[config.mk]
export PLATFORM = sky130hd
export DESIGN_NAME = waveform_monitor
export DESIGN_NICKNAME = d
export VERILOG_FILES = /design/src/rtl/waveform_monitor.sv
export SDC_FILE = /design/constraint.sdc
export NUM_CORES = 1
export LEC_CHECK = 0
export CAP_MARGIN = 25
export CORE_UTILIZATION = 61
export CTS_CLUSTER_DIAMETER = 50
export DETAILED_ROUTE_END_ITERATION = 8
export DONT_BUFFER_PORTS = 1
export PLACE_DENSITY = 0.77
export SYNTH_ARGS = -nofsm -noshare
export SYNTH_HDL_FRONTEND = slang
export SYNTH_SLANG_ARGS = --single-unit
export TNS_END_PERCENT = 50
[constraint.sdc]
create_clock -name clk -period 2.6 [get_ports clk]
set_input_delay 0.39 -clock clk [delete_from_list [all_inputs] [get_ports clk]]
set_output_delay 0.39 -clock clk [all_outputs]
set_load 0.005 [all_outputs]
[src/rtl/waveform_monitor.sv]
// waveform_monitor: receive-side checker for the biphasic stimulus generator.
// Measures cathodic/inter-phase/anodic durations and amplitudes of one armed
// waveform and flags amplitude, overlap, ordering and timeout errors.
// Optional feature macro: WAVEMON_CHARGE_BAL_EN (adds charge products and err_charge).
module waveform_monitor #(
  parameter int unsigned CNT_W       = 12,
  parameter int unsigned AMP_W       = 6,
  parameter int unsigned IPD_TIMEOUT = 4095
) (
  input  logic             clk,
  input  logic             reset,
  input  logic             arm,
  input  logic [AMP_W-1:0] sink,
  input  logic [AMP_W-1:0] src,
  output logic             busy,
  output logic             valid,
  output logic [CNT_W-1:0] m_ktp,
  output logic [AMP_W-1:0] m_sktp,
  output logic [CNT_W-1:0] m_ipd,
  output logic [CNT_W-1:0] m_adp,
  output logic [AMP_W-1:0] m_sadp,
  output logic             err_amp,
  output logic             err_overlap,
  output logic             err_order,
  output logic             err_timeout
`ifdef WAVEMON_CHARGE_BAL_EN
  ,
  output logic [CNT_W+AMP_W-1:0] q_cath,
  output logic [CNT_W+AMP_W-1:0] q_anod,
  output logic                   err_charge
`endif
);

  localparam int unsigned Q_W = CNT_W + AMP_W;
  localparam logic [CNT_W-1:0] CNT_MAX = '1;
  localparam logic [CNT_W-1:0] TIMEOUT = CNT_W'(IPD_TIMEOUT);

  localparam logic [2:0] ST_IDLE   = 3'd0;
  localparam logic [2:0] ST_WAIT   = 3'd1;
  localparam logic [2:0] ST_CATH   = 3'd2;
  localparam logic [2:0] ST_IPD    = 3'd3;
  localparam logic [2:0] ST_ANOD   = 3'd4;
  localparam logic [2:0] ST_FINISH = 3'd5;

  logic [2:0]       r_state, w_state;
  logic             r_busy, w_busy;
  logic             r_valid, w_valid;
  logic [CNT_W-1:0] r_ktp, w_ktp;
  logic [AMP_W-1:0] r_sktp, w_sktp;
  logic [CNT_W-1:0] r_ipd, w_ipd;
  logic [CNT_W-1:0] r_adp, w_adp;
  logic [AMP_W-1:0] r_sadp, w_sadp;
  logic             r_err_amp, w_err_amp;
  logic             r_err_ovl, w_err_ovl;
  logic             r_err_ord, w_err_ord;
  logic             r_err_to, w_err_to;
  logic             w_sink_nz, w_src_nz;
`ifdef WAVEMON_CHARGE_BAL_EN
  logic [Q_W-1:0]   r_q_cath, w_q_cath;
  logic [Q_W-1:0]   r_q_anod, w_q_anod;
  logic             r_err_chg, w_err_chg;
`endif

  // Saturating increment for all duration counters
  function automatic logic [CNT_W-1:0] sat_inc(input logic [CNT_W-1:0] v);
    return (v == CNT_MAX) ? v : v + CNT_W'(1);
  endfunction

  assign w_sink_nz = |sink;
  assign w_src_nz  = |src;

  // State and measurement registers
  always_ff @(posedge clk) begin
    if (!reset) begin
      r_state   <= ST_IDLE;
      r_busy    <= 1'b0;
      r_valid   <= 1'b0;
      r_ktp     <= '0;
      r_sktp    <= '0;
      r_ipd     <= '0;
      r_adp     <= '0;
      r_sadp    <= '0;
      r_err_amp <= 1'b0;
      r_err_ovl <= 1'b0;
      r_err_ord <= 1'b0;
      r_err_to  <= 1'b0;
`ifdef WAVEMON_CHARGE_BAL_EN
      r_q_cath  <= '0;
      r_q_anod  <= '0;
      r_err_chg <= 1'b0;
`endif
    end else begin
      r_state   <= w_state;
      r_busy    <= w_busy;
      r_valid   <= w_valid;
      r_ktp     <= w_ktp;
      r_sktp    <= w_sktp;
      r_ipd     <= w_ipd;
      r_adp     <= w_adp;
      r_sadp    <= w_sadp;
      r_err_amp <= w_err_amp;
      r_err_ovl <= w_err_ovl;
      r_err_ord <= w_err_ord;
      r_err_to  <= w_err_to;
`ifdef WAVEMON_CHARGE_BAL_EN
      r_q_cath  <= w_q_cath;
      r_q_anod  <= w_q_anod;
      r_err_chg <= w_err_chg;
`endif
    end
  end

  // Phase tracking, measurement update and termination detection
  always_comb begin
    w_state   = r_state;
    w_busy    = r_busy;
    w_valid   = 1'b0;
    w_ktp     = r_ktp;
    w_sktp    = r_sktp;
    w_ipd     = r_ipd;
    w_adp     = r_adp;
    w_sadp    = r_sadp;
    w_err_amp = r_err_amp;
    w_err_ovl = r_err_ovl;
    w_err_ord = r_err_ord;
    w_err_to  = r_err_to;
`ifdef WAVEMON_CHARGE_BAL_EN
    w_q_cath  = r_q_cath;
    w_q_anod  = r_q_anod;
    w_err_chg = r_err_chg;
`endif
    case (r_state)
      ST_IDLE: begin
        if (arm) begin
          w_state   = ST_WAIT;
          w_busy    = 1'b1;
          w_ktp     = '0;
          w_sktp    = '0;
          w_ipd     = '0;
          w_adp     = '0;
          w_sadp    = '0;
          w_err_amp = 1'b0;
          w_err_ovl = 1'b0;
          w_err_ord = 1'b0;
          w_err_to  = 1'b0;
`ifdef WAVEMON_CHARGE_BAL_EN
          w_q_cath  = '0;
          w_q_anod  = '0;
          w_err_chg = 1'b0;
`endif
        end
      end
      ST_WAIT: begin
        if (w_sink_nz) begin
          w_state = ST_CATH;
          w_ktp   = CNT_W'(1);
          w_sktp  = sink;
          if (w_src_nz) begin
            w_err_ovl = 1'b1;
            w_state   = ST_FINISH;
          end
        end else if (w_src_nz) begin
          w_err_ord = 1'b1;
          w_state   = ST_FINISH;
        end
      end
      ST_CATH: begin
        if (w_sink_nz) begin
          w_ktp = sat_inc(r_ktp);
          if (sink != r_sktp) w_err_amp = 1'b1;
          if (w_src_nz) begin
            w_err_ovl = 1'b1;
            w_state   = ST_FINISH;
          end
        end else if (w_src_nz) begin
          // Anodic phase starts with no inter-phase gap
          w_ipd   = '0;
          w_adp   = CNT_W'(1);
          w_sadp  = src;
          w_state = ST_ANOD;
        end else begin
          w_ipd   = CNT_W'(1);
          w_state = ST_IPD;
          if (w_ipd >= TIMEOUT) begin
            w_err_to = 1'b1;
            w_state  = ST_FINISH;
          end
        end
      end
      ST_IPD: begin
        if (w_sink_nz && w_src_nz) begin
          w_err_ovl = 1'b1;
          w_state   = ST_FINISH;
        end else if (w_src_nz) begin
          w_adp   = CNT_W'(1);
          w_sadp  = src;
          w_state = ST_ANOD;
        end else begin
          // Sink re-activating in the gap is an amplitude fault; keep counting
          if (w_sink_nz) w_err_amp = 1'b1;
          w_ipd = sat_inc(r_ipd);
          if (w_ipd >= TIMEOUT) begin
            w_err_to = 1'b1;
            w_state  = ST_FINISH;
          end
        end
      end
      ST_ANOD: begin
        if (w_sink_nz && w_src_nz) begin
          w_err_ovl = 1'b1;
          w_state   = ST_FINISH;
        end else if (w_src_nz) begin
          w_adp = sat_inc(r_adp);
          if (src != r_sadp) w_err_amp = 1'b1;
        end else begin
          w_state = ST_FINISH;
        end
      end
      ST_FINISH: begin
        w_state = ST_IDLE;
      end
      default: begin
        w_state = ST_IDLE;
        w_busy  = 1'b0;
      end
    endcase

    // Entering FINISH: publish the result set in the same edge
    if ((w_state == ST_FINISH) && (r_state != ST_FINISH)) begin
      w_valid = 1'b1;
      w_busy  = 1'b0;
`ifdef WAVEMON_CHARGE_BAL_EN
      w_q_cath  = Q_W'(w_ktp) * Q_W'(w_sktp);
      w_q_anod  = Q_W'(w_adp) * Q_W'(w_sadp);
      w_err_chg = (w_q_cath != w_q_anod) &&
                  !(w_err_amp || w_err_ovl || w_err_ord || w_err_to);
`endif
    end
  end

  assign busy        = r_busy;
  assign valid       = r_valid;
  assign m_ktp       = r_ktp;
  assign m_sktp      = r_sktp;
  assign m_ipd       = r_ipd;
  assign m_adp       = r_adp;
  assign m_sadp      = r_sadp;
  assign err_amp     = r_err_amp;
  assign err_overlap = r_err_ovl;
  assign err_order   = r_err_ord;
  assign err_timeout = r_err_to;
`ifdef WAVEMON_CHARGE_BAL_EN
  assign q_cath      = r_q_cath;
  assign q_anod      = r_q_anod;
  assign err_charge  = r_err_chg;
`endif

endmodule
==> metrics.csv, run 1 <==
metric,value,unit
drive_above_1_share,10.14,%
via_per_inst,6.430,
grt_max_degree,29,
clk_pin_slew,0.06,ns
max_freq,430.3,MHz
grt_overflow_total,0,
hp-class,in -> reg,
ys_warn_count,0,
synth-seq-cells,57,
fin_crit,2.324,ns
drt_iter0_markers,258,
gp_congestion,0.9009,
fill_cells,414,
maxCapViolCount,0,
synth_cell_types,55,
hold_buffers,0,
end_kind,register,
hpwl,5524,µm
drc,0,
antenna_found_initial,0,
root_buffer,clkbuf_8,
tightestPinTransition,0.7691,ns
synthCells,403,
antenna_cells,0,
grt_pass1_wl,12530,µm
clock_skew,0.005542,ns
tns,0,ns
io_buffers,0,
ir_drop,352.5,µV
synth-edff-count,0,
synth_ff_type,dfxtp_1,
mappedNetlistNets,421,
dr.pass1.iters,5,
h-tree-depth,3,
clk-insertion-delay-late,0.34,ns
die_w,74.35,µm
clock_sinks,57,
syn_area,3193,µm²
grt_usage,29.59,%
postCtsSetupRepairBufs,0,
coreArea,4880,µm²
status,completed,
worstPathMaxFanout,6,
r2r_slack,0.28,ns
drv_slew,0,
critPathLaunchType,register,
clk_path_buf_depth,2,
final_area,3505,µm²
grt_pass1_vias,2798,
dp_cells,465,
wl,7876,µm
syn_to_final_growth,9.757,%
die_area,5528,µm²
cts_tree,yes,
max_slew_margin,48.73,%
routedWlPerCell,16.37,µm
finalCritPeriodShare,89.39,%
cp.arrival,2.54,ns
fp-row-count,25,
place_area,3297,µm²
setup_viol,0,
pin_count,69,
synth-async-reset-ratio,0,%
synth.avg_cell_area,7.923,µm²
synth-seq-area-share,35.74,%
cts_buffers,9,
nets,427,
cts_resized,0,
rsz0062_at_grt,no,
ant_nets,0,
start_util,65.44,%
vias,3093,
crit_type,reg -> reg,
instances_no_fill,481,
hold_viol_final,0,
die_y,74.35,µm
worst-endpoint-required,2.81,ns
p_leak,0.001162,µW
power_density,572.8,nW/µm²
cells in the final DEF, fill, tap and decap left out, types with 12 or more instances in the layout:
cell,Yosys,final
buf_4,0,13
a31oi_1,12,12
nor2_1,49,49
a21oi_1,28,28
o21ai_0,22,22
xor2_1,15,15
nand3_1,20,20
dfxtp_1,57,57
nand2_1,34,34
clkbuf_8,0,12
nor3_1,17,17
xnor2_1,12,12
flip-flops by register name, indices dropped and copies added, names as in the netlist:
| signal | count |
|---|---|
| err_amp | 1 |
| m_adp | 12 |
| err_order | 1 |
| r_state | 3 |
| err_timeout | 1 |
| m_ktp | 12 |
| err_overlap | 1 |
| valid | 1 |
| busy | 1 |
| m_ipd | 12 |
| m_sadp | 6 |
| m_sktp | 6 |
metal layers:
| metal | wire (µm) | track usage, % | vias up |
|---|---|---|---|
| met5 | 0 | 0 | - |
| met1 | 3590 | 37.08 | 1470 |
| met3 | 619 | 9.892 | 10 |
| li1 | - | - | 1496 |
| met4 | 94 | 12.58 | 0 |
| met2 | 3572 | 46.67 | 117 |
Yosys cell counts (6+ instances only):
cell      count  area share (%)
dfxtp_1      57              36
nor2_1       49             5.8
nand2_1      34             4.0
a21oi_1      28             4.4
o21ai_0      22             3.4
nand3_1      20             3.1
nor3_1       17             2.7
xor2_1       15             4.1
clkbuf_1     14             1.6
a31oi_1      12             2.4
xnor2_1      12             3.3
nand4_1      11             2.2
a22oi_1       9             2.1
and2_1        8             1.6
o211ai_1      8             1.9
or3_1         8             1.6
inv_1         7            0.82
nor4_1        7             1.4
and3_1        6             1.2
kinds of logic after synthesis:
family / count (synthesis) / share of synthesized area, %
buffers and inverters: 26 / 3.370
DFF: 57 / 35.74
and+or+nand+nor: 186 / 30.68
xor gates and xnor gates: 27 / 7.406
muxes: 2 / 0.6270
AOI/OAI and AO/OA: 102 / 21.00
adders and majority gates: 3 / 1.176
critical path, stage by stage, from the launching register on:
cell       delay (ns)
dfxtp_1          0.44
ha_1             0.27
nand3_1          0.15
nor3_1           0.26
mux2i_1          0.31
o2111ai_1        0.23
nor4_1           0.43
a21oi_1          0.12
path summary, 6_finish.rpt:
kind | start | endpoint | depth (start not counted)
worst min register to register | err_amp | err_amp | 2
worst max-delay path | m_ipd[1] | busy | 7
worst max register to register | m_ipd[1] | busy | 7
worst min-delay path | reset | m_adp[0] | 1
metrics by stage:
step | total power (µW) | setup WS [ns] | hold WS (ns) | util (%)
final | 2008 | 0.2758 | 0.1897 | 71.82
after global placement | 1151 | 0.3789 | 0.4770 | 67.56
after detailed placement | 1157 | 0.3172 | 0.4894 | 67.56
after global routing | 2082 | 0.1099 | 0.1679 | 71.82
after CTS | 2016 | 0.3052 | 0.1731 | 71.82
after floorplan | 1100 | 0.3656 | 0.4487 | -
final cells by class:
class | count | area (µm²) | share of cell area [%]
clock buffers | 14 | 172.7 | 4.927
clock inverters | 2 | 35.03 | 0.9996
inverters | 8 | 30.03 | 0.8568
multi-input cells | 320 | 1944 | 55.48
flip-flops and latches | 57 | 1141 | 32.56
well taps | 67 | 83.83 | 2.392
repair buffers | 13 | 97.59 | 2.785
power by group:
part	switching, µW	total [µW]	internal, µW	leakage [µW]
Sequential	26.9	925	898	0.000461
Combinational	136	218	82.1	0.000594
Clock	345	865	520	0.000107
No activity file was read; power rests on OpenSTA's default activity.
==> run 2, diff against run 1 <==
--- a/config.mk
+++ b/config.mk
@@ -6,11 +6,14 @@
 export NUM_CORES = 1
 export LEC_CHECK = 0
 export CAP_MARGIN = 25
+export CORE_MARGIN = 2
 export CORE_UTILIZATION = 61
 export CTS_CLUSTER_DIAMETER = 50
 export DETAILED_ROUTE_END_ITERATION = 8
 export DONT_BUFFER_PORTS = 1
+export GPL_TIMING_DRIVEN = 0
 export PLACE_DENSITY = 0.77
+export SETUP_SLACK_MARGIN = 0.5
 export SYNTH_ARGS = -nofsm -noshare
 export SYNTH_HDL_FRONTEND = slang
 export SYNTH_SLANG_ARGS = --single-unit
==> run 2 against run 1 <==
  * First-iteration DRC count down 12%
  * Core utilization increased by 2.3 points
  * Fmax grew 11%
  * Clock-buffer cell count shrank 3
  * Clock power increased by 7.3%
  * Wire length is 9.8% higher
  * Sequential power decreased by 0.6%
  * Critical path type unchanged
==> metrics.csv, run 2 (synthesis results as in run 1) <==
metric,value,unit,change
r2r_end,busy,,
clk_pin_slew,0.06,ns,about the same
hold_viol_final,0,,unchanged
h-tree-depth,3,,unchanged
reg2reg_depth,6,,-1
dp_cells,473,,+1.7%
gp_congestion,0.9010,,about the same
coreArea,5075,µm²,+4.0%
fill_cells,389,,-6.0%
hpwl,5751,µm,+4.1%
clk_path_buf_depth,2,,unchanged
wl,8645,µm,+9.8%
drc,0,,unchanged
max_slew_margin,45.52,%,-3.2 points
root_buffer,clkbuf_8,,
hp-class,in -> reg,,
antenna_cells,0,,unchanged
hp-start,sink[4],,
instances_no_fill,497,,+3.3%
grt_max_degree,11,,-62%
clk-insertion-delay-late,0.34,ns,about the same
start_util,62.92,%,-2.5 points
nets,442,,+3.5%
pin_count,69,,unchanged
r2r_slack,0.51,ns,+0.24 ns
clock_skew,0.006011,ns,+0.0004690 ns
drive_above_1_share,18.50,%,+8.4 points
syn_to_final_growth,17.83,%,
worst-endpoint-required,2.82,ns,about the same
io_buffers,0,,unchanged
via_per_inst,6.441,,+0.16%
tightestPinTransition,0.8109,ns,+0.04184 ns
status,completed,,
rsz0062_at_grt,yes,,
clock_sinks,57,,unchanged
p_leak,0.001250,µW,+7.6%
vias,3201,,+3.5%
dr.pass1.iters,6,,+1
die_area,5829,µm²,+5.5%
crit_type,reg -> reg,,
finalCritPeriodShare,80.28,%,-9.1 points
die_y,76.35,µm,+2.7%
hold_buffers,0,,unchanged
antenna_found_initial,0,,unchanged
critPathLaunchType,register,,
fin_util,74.14,%,+2.3 points
grt_overflow_total,0,,unchanged
ir_drop,398.9,µV,+13%
holdPathEnd,m_sktp[4],,
max_freq,479.1,MHz,+11%
drt_iter0_markers,226,,-12%
end_kind,register,,
layout_common_cells,"dfxtp_1, nor2_1, nand2_1",,
grt_usage,28.78,%,-0.81 points
fin_crit,2.087,ns,-0.2370 ns
ant_nets,0,,unchanged
routedWlPerCell,17.39,µm,+6.2%
grt_pass1_vias,2937,,+5.0%
grt_pass1_wl,13680,µm,+9.1%
worstPathMaxFanout,8,,+2
cts_buffers,9,,unchanged
fp-row-count,26,,+4.0%
cts_tree,yes,,
layout_commonest_cell,dfxtp_1,,
drv_slew,0,,unchanged
r2r_start,m_ipd[4],,
die_w,76.35,µm,+2.7%
maxCapViolCount,0,,unchanged
power_density,553.9,nW/µm²,-3.3%
cp.arrival,2.30,ns,-0.24 ns
hold_depth,2,,+1
tns,0,ns,unchanged
setup_viol,0,,unchanged
==> run 2: repair_timing <==
action	in CTS	in global routing
resized for setup	18	34
gates cloned	0	0
pin swaps	5	4
endpoints found under the hold margin	0	0
setup endpoints to repair	30	37
buffers inserted	6	4
==> run 2: per-layer routing <==
layer | up-vias | GRT usage, % | wire length [µm]
li1 | 1513 | - | -
met5 | - | 0 | 0
met1 | 1517 | 33.51 | 3574
met4 | 0 | 10.91 | 202
met3 | 26 | 9.242 | 602
met2 | 145 | 49.29 | 4266
==> run 2: layout make-up <==
| type | instances | area (µm²) | area share [%] |
|---|---|---|---|
| multi-input combinational | 320 | 2105 | 55.94 |
| inverter | 8 | 30.03 | 0.7981 |
| clock inverter | 3 | 65.06 | 1.729 |
| sequential | 57 | 1157 | 30.76 |
| clock buffer | 11 | 151.4 | 4.024 |
| buffer | 18 | 91.34 | 2.428 |
| tap | 70 | 87.58 | 2.328 |
| timing repair buffer | 10 | 75.07 | 1.995 |
==> run 2: how the worst max path moves through the flow <==
stage,startpoint,to,slack [ns],depth (start not counted)
6_report,m_ipd[4],busy,0.51,6
3_3_place_gp,src[0],r_state[1],-0.001,6
5_1_grt,r_state[2],m_ktp[6],0.44,9
4_1_cts,r_state[0],m_ipd[4],0.46,7
2_1_floorplan,sink[3],m_adp[11],0.48,6
3_5_place_dp,src[0],r_state[1],-0.04,6
==> run 2: stage by stage <==
stage | worst slack, ns | power, µW | cell area (µm²) | hold WS [ns]
after floorplan | 0.4820 | 1100 | 3207 | 0.4487
after global placement | -0.001053 | 1147 | 3294 | 0.4795
after detailed placement | -0.03584 | 1151 | 3294 | 0.4846
after CTS | 0.4605 | 2073 | 3632 | 0.1966
after global routing | 0.4388 | 2159 | 3762 | 0.2096
final | 0.5128 | 2084 | 3762 | 0.2034
==> run 2: worst max-delay path, stage by stage, from the launching register on <==
cell and delay [ns]:
dfxtp_1 0.49, nand3_1 0.22, nor3_4 0.21, mux2i_2 0.30
o2111ai_2 0.23, nor4_2 0.38, a21oi_1 0.12
==> run 2: where the power goes <==
group	switching (µW)	leakage, µW	internal [µW]	total (µW)
clock	349	0.000111	579	928
sequential	24.1	0.000467	895	919
combinational	150	0.000673	86.4	236
total	523	0.00125	1560	2080
==> patch: new RTL, settings of run 2 <==
Set the parameter `CNT_W` to 14 (it was 12).
--- a/src/rtl/waveform_monitor.sv
+++ b/src/rtl/waveform_monitor.sv
@@ -3,7 +3,7 @@
 // waveform and flags amplitude, overlap, ordering and timeout errors.
 // Optional feature macro: WAVEMON_CHARGE_BAL_EN (adds charge products and err_charge).
 module waveform_monitor #(
-  parameter int unsigned CNT_W       = 12,
+  parameter int unsigned CNT_W       = 14,
   parameter int unsigned AMP_W       = 6,
   parameter int unsigned IPD_TIMEOUT = 4095
 ) (
Ports: changed (resized m_adp, m_ipd and m_ktp); port bits go from 69 to 75. No check against the original RTL was run, so the function may have changed too.
==> patch against run 2 <==
Core utilization grew 3.0 points. Die area rose by 9.3%. Sequential cell count up 6. Clock skew is 9.3 ps higher. Setup slack got worse by 230 ps. Routed wire length rose by 10%. Final area increased by 14%. Power shrank 2.4%. Area after synthesis increased by 9.8%. First-iteration DRC count grew 2.7%. Critical path type unchanged. Critical endpoint unchanged. Highest routed layer unchanged.
==> patch: results (changes against run 2) <==
| Metric | Value |
|---|---|
| R2R Path Start | `m_ipd[1] (was m_ipd[4])` |
| Post-synthesis compound-gate area fraction | `18.8% (was 21.0%)` |
| Post-synth net total | `461 (was 421)` |
| GRT Util Overall | `28.5% (was 28.8%)` |
| Vias/cell | `6.41 (was 6.44)` |
| Syn Area/Cell | `7.92 µm² (about the same)` |
| Min-delay src | `src[0] (was sink[4])` |
| Initial drt markers | `232 (was 226)` |
| Number of flops mapped to enable cells by yosys | `0 (unchanged)` |
| Final Skew | `15.3 ps (was 6.01 ps)` |
| Post-synthesis mux area share | `2.03% (was 0.627%)` |
| Max-slew headroom | `62.1% (was 45.5%)` |
| Synth cell count leaders | `dfxtp_1, nor2_1, nand2_1, a21oi_1, nand3_1 (was dfxtp_1, nor2_1, nand2_1, a21oi_1, o21ai_0)` |
| Area grow syn2layout | `21.9% (was 17.8%)` |
| Pin count of the biggest net entering global routing | `13 (was 11)` |
| Post-Synth XOR/XNOR Area | `9.49% (was 7.41%)` |
| # H-tree levels | `3 (unchanged)` |
| Final HPWL DP | `6.17 mm (was 5.75 mm)` |
| Routability Congestion | `0.931 (was 0.901)` |
| LEAKAGE | `1.55 nW (was 1.25 nW)` |
| Peak supply drop | `0.438 mV (was 0.399 mV)` |
| Sequential area share after synthesis | `36.0% (was 35.7%)` |
| Synth Area in Adders | `1.07% (was 1.18%)` |
| Largest cells by area after synthesis | `dfxtp_1, nor2_1, xor2_1, nand2_1, xnor2_1 (was dfxtp_1, nor2_1, a21oi_1, xor2_1, nand2_1)` |
| Status | `finished clean (unchanged)` |
| Critical Path AT | `2570 ps (was 2300 ps)` |
| Fillers | `415 (was 389)` |
| Pre-CTS WS | `61.1 ps (was -35.8 ps)` |
| Fraction of layout cells with a size suffix above 1 | `23.8% (was 18.5%)` |
| First-pass GRT wire length | `14.4 mm (was 13.7 mm)` |
| CP max FO | `7 (was 8)` |
| DR pass1 iterations | `5 (was 6)` |
| Non-Filler Instances | `551 (was 497)` |
| FF-to-FF path depth | `10 (was 6)` |
| Vias in the first global route | `3141 (was 2937)` |
-- patch: changes by cell type after synthesis, sizes merged, moves of 6 or more --
cell,before,now
nor2,49,61
buf,4,14
or3,8,1
dfxtp,57,63
nand2,34,40
o211ai,8,2
xor2,15,21
-- patch: routing by layer --
metal  vias up  global-route usage, %  share of wire, %
met4         0                   9.32               2.3
met3        29                   7.69               8.6
met1      1677                   37.0                41
met2       171                   45.9                48
li1       1656                      -                 -
met5         -                      0                 0
-- patch: path summary, 6_finish.rpt --
path	endpoint	slack, ps
hold / removal	m_sadp[0]	190
setup reg to reg	busy	290
hold reg to reg	m_sadp[0]	500
setup / recovery	busy	290
-- patch: kinds of logic after synthesis --
logic type	after synthesis
AO/OA/AOI/OAI	98
XOR/XNOR	38
adder cells (fa/ha/maj)	3
buffers and inverters	35
flip-flops	63
multiplexers	7
AND/OR/NAND/NOR	199
-- patch: report_power, final --
group          switching (mW)  internal (mW)
logic                   0.160         0.0970
registers              0.0261          0.980
clock network           0.419          0.351
total                   0.605           1.43
-- patch: worst max-delay path: stages, from the launching register on --
cell and delay [ps]:
dfxtp_4 380, ha_4 170, buf_6 120, and3_4 140, buf_8 130, a211o_1 250
o211ai_1 260, a221oi_4 120, a21oi_2 240, o221ai_2 150, a221oi_2 250
-- patch: cell type report --
class / count / share of cell area (%)
multi-input combinational: 345 / 54.5
sequential: 63 / 30.5
buffer: 26 / 4.59
timing repair buffer: 20 / 3.45
clock buffer: 10 / 2.99
tap: 72 / 2.11
clock inverter: 6 / 1.05
inverter: 9 / 0.790
-- patch: repair_timing --
item | CTS | global route
pin swaps | 3 | 17
buffers inserted | 7 | 12
gates cloned | 1 | 0
resized for setup | 31 | 45
endpoints found under the setup margin | 35 | 40
